`config.mk`:
```
export PLATFORM = sky130hd
export DESIGN_NAME = acq_seq_gen_flat
export DESIGN_NICKNAME = d
export VERILOG_FILES = /design/src/rtl/acq_seq_gen_if.sv /design/src/rtl/acq_seq_gen.sv /design/src/flat_wrapper.sv
export SDC_FILE = /design/constraint.sdc
export NUM_CORES = 1
export LEC_CHECK = 0
export CORE_MARGIN = 2
export CORE_UTILIZATION = 56
export CTS_BUF_LIST = sky130_fd_sc_hd__clkbuf_2
export DETAILED_ROUTE_END_ITERATION = 16
export PLACE_DENSITY = 0.82
export SETUP_SLACK_MARGIN = 0.1
export SKIP_LAST_GASP = 1
export SLEW_MARGIN = 20
export SYNTH_ARGS = -nofsm -noshare
export SYNTH_HDL_FRONTEND = slang
export SYNTH_SLANG_ARGS = --single-unit
export TNS_END_PERCENT = 10
```
`constraint.sdc`:
```
create_clock -name clk -period 9.5 [get_ports clk]
set_input_delay 2.85 -clock clk [delete_from_list [all_inputs] [get_ports clk]]
set_output_delay 2.85 -clock clk [all_outputs]
set_load 0.05 [all_outputs]
```
`src/rtl/acq_seq_gen_if.sv`:
```
// acq_seq_gen_if: start/abort request, configuration words and status outputs
// of the acquisition-sequence generator, grouped into one bundle.
// Ports: master = host/config side (drives start, abort, cfg), slave = generator.
// Latency: n/a (wires only). Backpressure: none, start is a plain request pulse.
interface acq_seq_gen_if #(
  parameter int CW = 16
);
  logic          start;
  logic          abort;
  logic [CW-1:0] x_points;
  logic [CW-1:0] x_skip;
  logic [CW-1:0] y_lines;
  logic [CW-1:0] cycles_per_point;
  logic [CW-1:0] delay_points;
  logic [CW-1:0] flyback_cycles;
  logic          acq;
  logic          point_strobe;
  logic          line_start;
  logic [CW-1:0] x_idx;
  logic [CW-1:0] y_idx;
  logic          busy;
  logic          done;
  logic          cfg_err;

  modport master (
    output start, abort, x_points, x_skip, y_lines, cycles_per_point,
           delay_points, flyback_cycles,
    input  acq, point_strobe, line_start, x_idx, y_idx, busy, done, cfg_err
  );

  modport slave (
    input  start, abort, x_points, x_skip, y_lines, cycles_per_point,
           delay_points, flyback_cycles,
    output acq, point_strobe, line_start, x_idx, y_idx, busy, done, cfg_err
  );
endinterface

```
`src/rtl/acq_seq_gen.sv`:
```
// acq_seq_gen: raster acquisition-sequence generator (delay, y_lines x x_points, per-point gate/strobes).
// Latency: busy one cycle after start; first SCAN cycle at start+1+delay_points*cycles_per_point.
// Backpressure: none; start is ignored while busy, abort returns to IDLE on the next edge.
// Ports: clk, rst (sync, active-high), bus (acq_seq_gen_if.slave: start/abort, cfg words, status).
// Optional feature: define ACQ_SEQ_GEN_FLYBACK_EN to insert flyback_cycles idle clocks between lines.
module acq_seq_gen #(
  parameter int CW = 16
) (
  input  logic         clk,
  input  logic         rst,
  acq_seq_gen_if.slave bus
);

  localparam int DW = 2 * CW;

`ifdef ACQ_SEQ_GEN_FLYBACK_EN
  typedef enum logic [2:0] {S_IDLE, S_DELAY, S_SCAN, S_FLYBACK, S_DONE} state_t;
`else
  typedef enum logic [2:0] {S_IDLE, S_DELAY, S_SCAN, S_DONE} state_t;
`endif

  state_t state, state_nxt;

  // configuration captured at an accepted start
  logic [CW-1:0] xp_q, xs_q, yl_q, cpp_q;
`ifdef ACQ_SEQ_GEN_FLYBACK_EN
  logic [CW-1:0] fb_q;
  logic [CW-1:0] fcnt;
`else
  logic unused_fb;
  assign unused_fb = ^bus.flyback_cycles;
`endif

  logic [DW-1:0] dcnt;
  logic [CW-1:0] pc, x_idx, y_idx;
  logic          cfg_err_q;

  logic [DW-1:0] d_in;
  logic          cfg_ok, start_acc, start_rej, abort_act;
  logic          pt_last, line_last, seq_last;
  logic          acq_w;

  // full-width product so a large delay never truncates
  assign d_in      = DW'(bus.delay_points) * DW'(bus.cycles_per_point);
  assign cfg_ok    = (bus.x_points != '0) && (bus.y_lines != '0) && (bus.cycles_per_point != '0);
  // abort beats a simultaneous start in IDLE
  assign start_acc = (state == S_IDLE) && bus.start && !bus.abort && cfg_ok;
  assign start_rej = (state == S_IDLE) && bus.start && !bus.abort && !cfg_ok;
  assign abort_act = (state != S_IDLE) && bus.abort;

  assign pt_last   = (pc == cpp_q - CW'(1));
  assign line_last = pt_last && (x_idx == xp_q - CW'(1));
  assign seq_last  = line_last && (y_idx == yl_q - CW'(1));

  always_ff @(posedge clk) begin
    if (rst) state <= S_IDLE;
    else     state <= state_nxt;
  end

  always_comb begin
    state_nxt = state;
    if (abort_act) begin
      state_nxt = S_IDLE;
    end else begin
      case (state)
        S_IDLE:  if (start_acc) state_nxt = (d_in != '0) ? S_DELAY : S_SCAN;
        S_DELAY: if (dcnt == '0) state_nxt = S_SCAN;
        S_SCAN: begin
          if (seq_last) begin
            state_nxt = S_DONE;
          end else if (line_last) begin
`ifdef ACQ_SEQ_GEN_FLYBACK_EN
            if (fb_q != '0) state_nxt = S_FLYBACK;
`endif
          end
        end
`ifdef ACQ_SEQ_GEN_FLYBACK_EN
        S_FLYBACK: if (fcnt == '0) state_nxt = S_SCAN;
`endif
        S_DONE:  state_nxt = S_IDLE;
        default: state_nxt = S_IDLE;
      endcase
    end
  end

  always_ff @(posedge clk) begin
    if (rst) begin
      xp_q      <= '0;
      xs_q      <= '0;
      yl_q      <= '0;
      cpp_q     <= '0;
      dcnt      <= '0;
      pc        <= '0;
      x_idx     <= '0;
      y_idx     <= '0;
      cfg_err_q <= 1'b0;
`ifdef ACQ_SEQ_GEN_FLYBACK_EN
      fb_q      <= '0;
      fcnt      <= '0;
`endif
    end else begin
      cfg_err_q <= start_rej;
      if (abort_act || state == S_DONE) begin
        pc    <= '0;
        x_idx <= '0;
        y_idx <= '0;
      end else if (start_acc) begin
        xp_q  <= bus.x_points;
        xs_q  <= bus.x_skip;
        yl_q  <= bus.y_lines;
        cpp_q <= bus.cycles_per_point;
`ifdef ACQ_SEQ_GEN_FLYBACK_EN
        fb_q  <= bus.flyback_cycles;
`endif
        // DELAY exits when dcnt hits 0, so load D-1 for exactly D cycles
        dcnt  <= d_in - DW'(1);
        pc    <= '0;
        x_idx <= '0;
        y_idx <= '0;
      end else begin
        case (state)
          S_DELAY: dcnt <= dcnt - DW'(1);
          S_SCAN: begin
            if (pt_last) begin
              pc <= '0;
              if (line_last) begin
                x_idx <= '0;
                // indices advance before the gap so FLYBACK already shows the next line
                if (!seq_last) y_idx <= y_idx + CW'(1);
`ifdef ACQ_SEQ_GEN_FLYBACK_EN
                fcnt <= fb_q - CW'(1);
`endif
              end else begin
                x_idx <= x_idx + CW'(1);
              end
            end else begin
              pc <= pc + CW'(1);
            end
          end
`ifdef ACQ_SEQ_GEN_FLYBACK_EN
          S_FLYBACK: fcnt <= fcnt - CW'(1);
`endif
          default: ;
        endcase
      end
    end
  end

  // all status outputs decode registered state only
  assign acq_w            = (state == S_SCAN) && (x_idx >= xs_q);
  assign bus.acq          = acq_w;
  assign bus.point_strobe = acq_w && (pc == '0);
  assign bus.line_start   = (state == S_SCAN) && (pc == '0) && (x_idx == '0);
  assign bus.x_idx        = x_idx;
  assign bus.y_idx        = y_idx;
  assign bus.busy         = (state != S_IDLE);
  assign bus.done         = (state == S_DONE);
  assign bus.cfg_err      = cfg_err_q;

endmodule

```
`src/flat_wrapper.sv`:
```
// flat-port wrapper written by rule: the top's interface ports become plain ports
module acq_seq_gen_flat 
#(
  parameter int CW = 16
)
  (clk, rst, bus_start, bus_abort, bus_x_points, bus_x_skip, bus_y_lines, bus_cycles_per_point, bus_delay_points, bus_flyback_cycles, bus_acq, bus_point_strobe, bus_line_start, bus_x_idx, bus_y_idx, bus_busy, bus_done, bus_cfg_err);
  acq_seq_gen_if #(.CW(CW)) bus_i ();
  input  logic clk;
  input  logic rst;
  input wire logic [$bits(bus_i.start)-1:0] bus_start;
  input wire logic [$bits(bus_i.abort)-1:0] bus_abort;
  input wire logic [$bits(bus_i.x_points)-1:0] bus_x_points;
  input wire logic [$bits(bus_i.x_skip)-1:0] bus_x_skip;
  input wire logic [$bits(bus_i.y_lines)-1:0] bus_y_lines;
  input wire logic [$bits(bus_i.cycles_per_point)-1:0] bus_cycles_per_point;
  input wire logic [$bits(bus_i.delay_points)-1:0] bus_delay_points;
  input wire logic [$bits(bus_i.flyback_cycles)-1:0] bus_flyback_cycles;
  output wire logic [$bits(bus_i.acq)-1:0] bus_acq;
  output wire logic [$bits(bus_i.point_strobe)-1:0] bus_point_strobe;
  output wire logic [$bits(bus_i.line_start)-1:0] bus_line_start;
  output wire logic [$bits(bus_i.x_idx)-1:0] bus_x_idx;
  output wire logic [$bits(bus_i.y_idx)-1:0] bus_y_idx;
  output wire logic [$bits(bus_i.busy)-1:0] bus_busy;
  output wire logic [$bits(bus_i.done)-1:0] bus_done;
  output wire logic [$bits(bus_i.cfg_err)-1:0] bus_cfg_err;
  assign bus_i.start = bus_start;
  assign bus_i.abort = bus_abort;
  assign bus_i.x_points = bus_x_points;
  assign bus_i.x_skip = bus_x_skip;
  assign bus_i.y_lines = bus_y_lines;
  assign bus_i.cycles_per_point = bus_cycles_per_point;
  assign bus_i.delay_points = bus_delay_points;
  assign bus_i.flyback_cycles = bus_flyback_cycles;
  assign bus_acq = bus_i.acq;
  assign bus_point_strobe = bus_i.point_strobe;
  assign bus_line_start = bus_i.line_start;
  assign bus_x_idx = bus_i.x_idx;
  assign bus_y_idx = bus_i.y_idx;
  assign bus_busy = bus_i.busy;
  assign bus_done = bus_i.done;
  assign bus_cfg_err = bus_i.cfg_err;
  acq_seq_gen #(.CW(CW)) u_core (.clk(clk), .rst(rst), .bus(bus_i));
endmodule
```
* After elaboration in Yosys (flattened, before gate mapping)
Cells that the tools add are included.
W data, S select, Z words.
** Storage, ports and cells
- Register bits after elaboration :: 148
- Word-level logic and storage cells :: 73
- Bits in latches :: 0
- Memories :: 0
- RAM bits :: 0
- Bits in read-only memories :: 0
** Operators by class
- Div/mod/pow operators :: 0
- Equality and inequality tests :: 9
- $mul :: 1
- Multiplexer cells :: 9
- Reductions and logical operators :: 33
- Shift-type cells :: 0
- Bitwise gates (word level) :: 2
- $add $sub $neg :: 8
- Magnitude comparators :: 1
** Operators with widths (number)
- $mux W32 :: 2
- $sub A32 B1 Y32 const B :: 2
- $add A16 B1 Y16 const B :: 3
- $eq A16 B16 Y1 :: 3
- $reduce_bool A16 Y1 :: 3
- $sub A16 B1 Y16 const B :: 3
- $logic_not A16 Y1 :: 2
- $logic_not A32 Y1 :: 1
- $mul A16 B16 Y32 :: 1
- $mux W16 :: 2
- $reduce_bool A32 Y1 :: 1
- $ge A16 B16 Y1 :: 1
- $logic_and A1 B1 Y1 :: 13
- $mux W3 :: 3
- $pmux W3 S3 :: 1
- $eq A3 B2 Y1 const B :: 2
- $ne A2 B1 Y1 const B :: 3
- $reduce_and A2 Y1 :: 3
- $reduce_and A4 Y1 :: 1
- $eq A3 B1 Y1 const B :: 1
- $logic_not A3 Y1 :: 1
- $reduce_and A3 Y1 :: 1
- $reduce_bool A3 Y1 :: 1
- $reduce_or A3 Y1 :: 1
- 6 further kinds :: 8

* Logic depth before layout (Yosys ltp)
Gate-level depths: netlist (run 1).
- Depth in word-level cells :: 6
- Gate-level depth with buffers :: 27
- Mapped depth without buffers :: 24

* Worst setup path before layout (run 1)
OpenSTA, ideal clock, no wires.
- Path type :: input-to-reg
- Start point :: input port bus_cycles_per_point[1]
- End point :: register u_core.dcnt[28]
- Arrival time :: 9.351 ns
- Library setup time :: 0.122 ns
- Stages :: 24
- Path slack :: 0.027 ns
- Cell sequence :: clkbuf_1 clkbuf_1 nand2_1 fa_1 fa_1 fa_1 inv_1 fa_1 fa_1 inv_1 fa_1 inv_1 ha_1 buf_2 a21o_1 a21o_1 a221oi_2 mux2i_1 nor2_1 o31a_1 or3_1 nor3_2 mux2i_1 a311o_1
** Between the ends
- Cells in the longest elaborated chain, start to end :: 5
- Elaborated cells on any way between the ends :: 8
** RTL lines
- start, declared :: line flat_wrapper.sv:15 : input wire logic [$bits(bus_i.cycles_per_point)-1:0] bus_cycles_per_point;
- parallel branches: the longest is 5 deep, another holds $mul A16 B16 Y32
- end signal, assigned :: line acq_seq_gen.sv:116 : dcnt <= d_in - DW'(1);
- end signal, assigned :: line acq_seq_gen.sv:122 : S_DELAY: dcnt <= dcnt - DW'(1);
- end, declared :: line acq_seq_gen.sv:34 : logic [DW-1:0] dcnt;
Parallel ways; which one is timed is not known.
A chain may end at the register's enable or synchronous reset.

* Final worst setup path (run 1)
- Start point :: input port bus_delay_points[6]
- End point :: register u_core.dcnt[22]
** Between the ends
- Cells in the longest elaborated chain, start to end :: 3
** RTL lines
- start, declared :: line flat_wrapper.sv:16 : input wire logic [$bits(bus_i.delay_points)-1:0] bus_delay_points;
- $mul A16 B16 Y32 :: line acq_seq_gen.sv:44 : assign d_in = DW'(bus.delay_points) * DW'(bus.cycles_per_point);
- $sub A32 B1 Y32 :: line acq_seq_gen.sv:116
- $mux W32 :: line acq_seq_gen.sv:107 : end else if (start_acc) begin
Every way passes these cells.

==> metrics, run 1 <==
unrepaired setup endpoints after global routing=true; proportion of layout cells with a drive suffix above 1=0.118; First-pass DRT Iterations=8; minimum clock period=slightly above 9 ns; Die Y-Extent=186 um; vias in the first global route=18082; insertion delay of the later-clocked pin in the worst-skew pair=0.79 ns; area enclosed by the die boundary=0.0345 sq mm; Yosys Warn Count=0; total via count after detailed routing=around 18000; placeable core region=0.0325 sq mm; via density per instance=~5.8; Iter 0 DRT Violations=1373; hold buffer count at CTS=0; Clock Tree Root=clkbuf_2; final max-slew violation count=0; stage delay of the slowest cell on the critical path=around 0.53 ns; total CTS buffers=17; net count of the mapped netlist=~2800; maxcap violations=0; commonest non-fill, non-tap cell in the layout=nand2_1; maximum clock path buffer count=2; startpoint of the most critical setup path=bus_delay_points[6]; pin count of the biggest net entering global routing=65; arrival time of the worst setup path=between 9 and 10 ns; # port buffers=121; starting density of the core=0.568; number of enable flip-flop cells after synthesis=0; max frequency=107 MHz; worst hold margin=about 0.47 ns; final hold vios=0; Tcrit/Tclk final=0.980; synthesized area per cell=~7.9 sq um; final weighted congestion of routability-driven global placement=0.930; total length of routed wires=49.4 mm; reg2reg start=u_core.state[1]; unique cell type count in the Yosys netlist=90; post-detailed-route count of antenna-violating nets=0; global-route wire length before repair=83.5 mm; Clock H-tree levels=4; sequential element share of the synthesized area=0.159; worst max-slew margin expressed relative to the limit=0.439; antenna violations before repair=1; crit-path leading delay family=adder cells; total routing resource utilization after global routing=0.297; critical path start-end classification=in -> reg; number of buffer and inverter stages on the critical path=12; flop and latch count out of synthesis=147; CP Launch Type=input port; Net count, final=between 3000 and 4000; clk slew on worst S/H paths=approximately 0.2 ns; Data required, critical path=10.16 ns; Setup-failing EPs final=0; routed wirelength normalized by instance count=between 15 and 20 um; half-perimeter wire length after placement=39.5 mm; floorplan die width=186 um; most frequent cells in the layout=nand2_1, inv_1, buf_4; Congestion Overflow GR=0; critical hold path startpoint=u_core.xs_q[1]; netlist area before placement=0.0185 sq mm; HP Class=reg -> reg; result of the run=finished clean; element type at the critical path end=flip-flop; Primary FF master, synth=dfxtp_1; count of pins on the block boundary=approximately 140; Area growth, synth to finish=17.2%; cell at the slowest stage of the critical path=fa_1; placement row count=66; clk sink count=147; Crit Path Max Fanout=11; Post-Synthesis Cells=between 2000 and 2500; clk_skew=around 0.035 ns; clock tree from TritonCTS=done; async set-reset flop share out of synthesis=0; transition at the pin with the smallest max-transition slack=0.830 ns; number of design rule violations left after detail routing=0
-- routing by layer --
metal / track usage / part of all wire
met1: 0.358 / 0.41
met5: 0 / 0
met2: 0.535 / 0.51
met3: 0.0456 / 0.059
met4: 0.105 / 0.027
-- synthesized netlist by cell type, drive strengths merged, types with 49 or more instances --
library cell	n	area [sq um]
a21oi	152	776
and2	127	795
clkbuf	103	387
dfxtp	147	2940
fa	194	3880
ha	134	1680
inv	284	1070
nand2	376	1410
nor2	139	527
nor3	50	285
o21ai	78	394
xnor2	75	657
xor2	49	429
-- cell type report --
class,instances,area (sq um)
tap,442,553
antenna,2,5.00
sequential,147,2940
multi-input combinational,1803,14100
fill,2653,10900
clock inverter,12,110
clock buffer,18,90.1
timing repair buffer,323,2750
inverter,284,1070
-- worst paths after layout --
kind	to	slack, ns	cells past startpoint
max	u_core.dcnt[22]	0.19	29
min	u_core.xs_q[1]	0.47	2
max reg2reg	u_core.dcnt[22]	5.28	12
min reg2reg	u_core.xs_q[1]	0.47	2
-- metrics by stage --
step                      setup WS (ns)  cell area (sq um)  TNS (ns)  utilization  std cells
after floorplan                  0.0846              18500         0            -       2351
after global placement           -0.592              21300     -6.63        0.655       2997
after detailed placement         -0.797              21300     -8.77        0.655       2997
after CTS                         0.135              21500         0        0.661       3027
after global routing             0.0320              21700         0        0.666       3031
final                             0.194              21700         0        0.666       3031
-- logic make-up (layout without fill, tap and decap cells) --
group	after synthesis	in the layout	synth area share
XOR/XNOR	124	124	0.0587
other	0	2	0
AND/OR/NAND/NOR	933	933	0.249
buffers and inverters	401	637	0.0820
adder cells (fa/ha/maj)	328	328	0.301
AO/OA/AOI/OAI	396	396	0.138
flip-flops	147	147	0.159
multiplexers	22	22	0.0120
-- what timing repair did --
item	4_1_cts	5_1_grt
setup buffers	0	2
gates resized for setup	2	31
hold endpoints to repair	0	0
pin swaps	0	6
endpoints found under the setup margin	1	13
-- registers in the layout, summed over array words and instances (netlist names) --
register	flops
u_core.state	2
u_core.xs_q	16
u_core.bus.cfg_err	1
u_core.bus.x_idx	16
u_core.pc	16
u_core.dcnt	32
u_core.bus.y_idx	16
u_core.yl_q	16
u_core.cpp_q	16
u_core.xp_q	16
-- worst reg2reg max path: stages, from the launching register on --
cell and delay, ns:
dfxtp_1 0.40, inv_1 0.15, ha_1 0.24, nand3b_1 0.15, nand4b_1 0.76, a21oi_1 0.45
ha_1 0.33, a21boi_1 0.41, nand3_1 0.16, or3_1 0.39, buf_4 0.17, o311ai_0 0.34
a31oi_1 0.15
Power of run 1 is not shown: default switching activity piles up to over one toggle a cycle in this logic, so the estimate is an artifact.
==> run 2: changes to the inputs <==
PLACE_DENSITY = 0.8   (was 0.82)
==> metrics, run 2 (synthesis gave the netlist of run 1 again) <==
count of pins on the block boundary=138; total length of routed wires=50.1 mm; Area growth, synth to finish=18.2%; post-detailed-route count of antenna-violating nets=0; pin count of the biggest net entering global routing=66; Clock Tree Root=clkbuf_2; critical path start-end classification=in -> reg; floorplan die width=186 um; Congestion Overflow GR=0; transition at the pin with the smallest max-transition slack=0.789 ns; stage delay of the slowest cell on the critical path=0.55 ns; starting density of the core=0.568; r2r worst-path depth=14; result of the run=finished clean; cell repeated most along the worst path=fa_1; area enclosed by the die boundary=between 0.03 and 0.04 sq mm; vias in the first global route=around 18000; Data required, critical path=about 10 ns; worst hold margin=0.470 ns; clock tree from TritonCTS=done; insertion delay of the later-clocked pin in the worst-skew pair=~0.76 ns; final weighted congestion of routability-driven global placement=0.911; antenna violations before repair=3; clk slew on worst S/H paths=0.23 ns; worst max-slew margin expressed relative to the limit=0.467; capturing element of the worst setup path=u_core.state[1]; HP Class=reg -> reg; Tcrit/Tclk final=0.977; critical register-to-register path endpoint=u_core.dcnt[18]; minimum clock period=9.29 ns; proportion of layout cells with a drive suffix above 1=0.124; placeable core region=0.0325 sq mm; routed wirelength normalized by instance count=16.5 um; maximum clock path buffer count=2; maxcap violations=0; final max-slew violation count=0; total routing resource utilization after global routing=0.299; commonest non-fill, non-tap cell in the layout=nand2_1; clk sink count=~150; number of design rule violations left after detail routing=0; startpoint of the most critical setup path=bus_delay_points[10]; Net count, final=3012; max reg flops=32; Crit Path Max Fanout=8; setup slack of the most critical reg-to-reg path=5.68 ns; arrival time of the worst setup path=9.99 ns; max frequency=108 MHz; total via count after detailed routing=roughly 18000; CP Launch Type=input port; final critical-path setup slack=0.215 ns; placement row count=66; half-perimeter wire length after placement=40.0 mm; final hold vios=0; clk_skew=0.0438 ns; unrepaired setup endpoints after global routing=true; largest register by flop count=u_core.dcnt; Setup-failing EPs final=0; global-route wire length before repair=83.4 mm; element type at the critical path end=flip-flop; total CTS buffers=17; via density per instance=approximately 5.8; final core area utilization=0.671; Iter 0 DRT Violations=~1300; # port buffers=~120; dpl ws=-0.855 ns; Die Y-Extent=186 um; cell at the slowest stage of the critical path=or4_1; First-pass DRT Iterations=8; most frequent cells in the layout=nand2_1, inv_1, buf_4; Clock H-tree levels=4; reg2reg start=u_core.state[1]
run 2: cell count changes in the layout (fill, tap and decap cells not counted), sizes merged:
cell | previous run | this run
clkbuf | 18 | 17
clkinvlp | 4 | 1
clkdlybuf4s50 | 109 | 105
dlymetal6s2s | 10 | 14
clkinv | 4 | 6
bufinv | 1 | 3
inv | 287 | 288
buf | 203 | 211
diode | 2 | 1
run 2: final cells by class:
type,count,area (sq um)
clock buffers,17,85.1
well taps,442,553
repair buffers,331,2850
flip-flops and latches,147,2940
clock inverters,14,179
multi-input cells,1803,14200
diodes,1,2.50
inverters,284,1070
fillers,2657,10700
run 2: stage by stage:
stage	std cells	setup TNS, ns	cell area [sq um]
after floorplan	2351	0	18500
after global placement	3000	-7.14	21300
after detailed placement	3000	-9.95	21300
after CTS	3031	0	21600
after global routing	3039	0	21800
final	3039	0	21800
run 2: worst min path at each step:
| stage | start | to | slack (ns) | depth (start not counted) |
|---|---|---|---|---|
| 3_3_place_gp | u_core.xs_q[7] | u_core.xs_q[7] | 0.44 | 2 |
| 2_1_floorplan | u_core.xs_q[10] | u_core.xs_q[10] | 0.44 | 2 |
| 6_report | u_core.xs_q[14] | u_core.xs_q[14] | 0.47 | 2 |
| 5_1_grt | u_core.xs_q[14] | u_core.xs_q[14] | 0.49 | 2 |
| 4_1_cts | u_core.xs_q[14] | u_core.xs_q[14] | 0.47 | 2 |
| 3_5_place_dp | u_core.xs_q[14] | u_core.xs_q[14] | 0.45 | 2 |
run 2: critical path, delay by kind of cell:
kind	cells	cell delay, ns
AOI/OAI and AO/OA	3	0.62
adders and majority gates	7	3.32
buffers and inverters	10	1.39
muxes	1	0.21
and+or+nand+nor	6	1.59
run 2: per-layer routing:
layer,GRT usage,part of all wire,wire length (um),up-vias
met4,0.120,0.034,1700,2
li1,-,-,-,8265
met1,0.360,0.40,20100,8525
met2,0.532,0.50,24900,664
met5,0,0.00026,13,-
met3,0.0473,0.067,3380,129
run 2: timing repair:
item / 4_1_cts / 5_1_grt
gates cloned: 0 / 1
pin swaps: 1 / 20
hold buffers: 0 / 0
resized for setup: 2 / 47
buffers inserted: 0 / 6
endpoints found under the setup margin: 2 / 15
Power of run 2 is left out for the same reason.
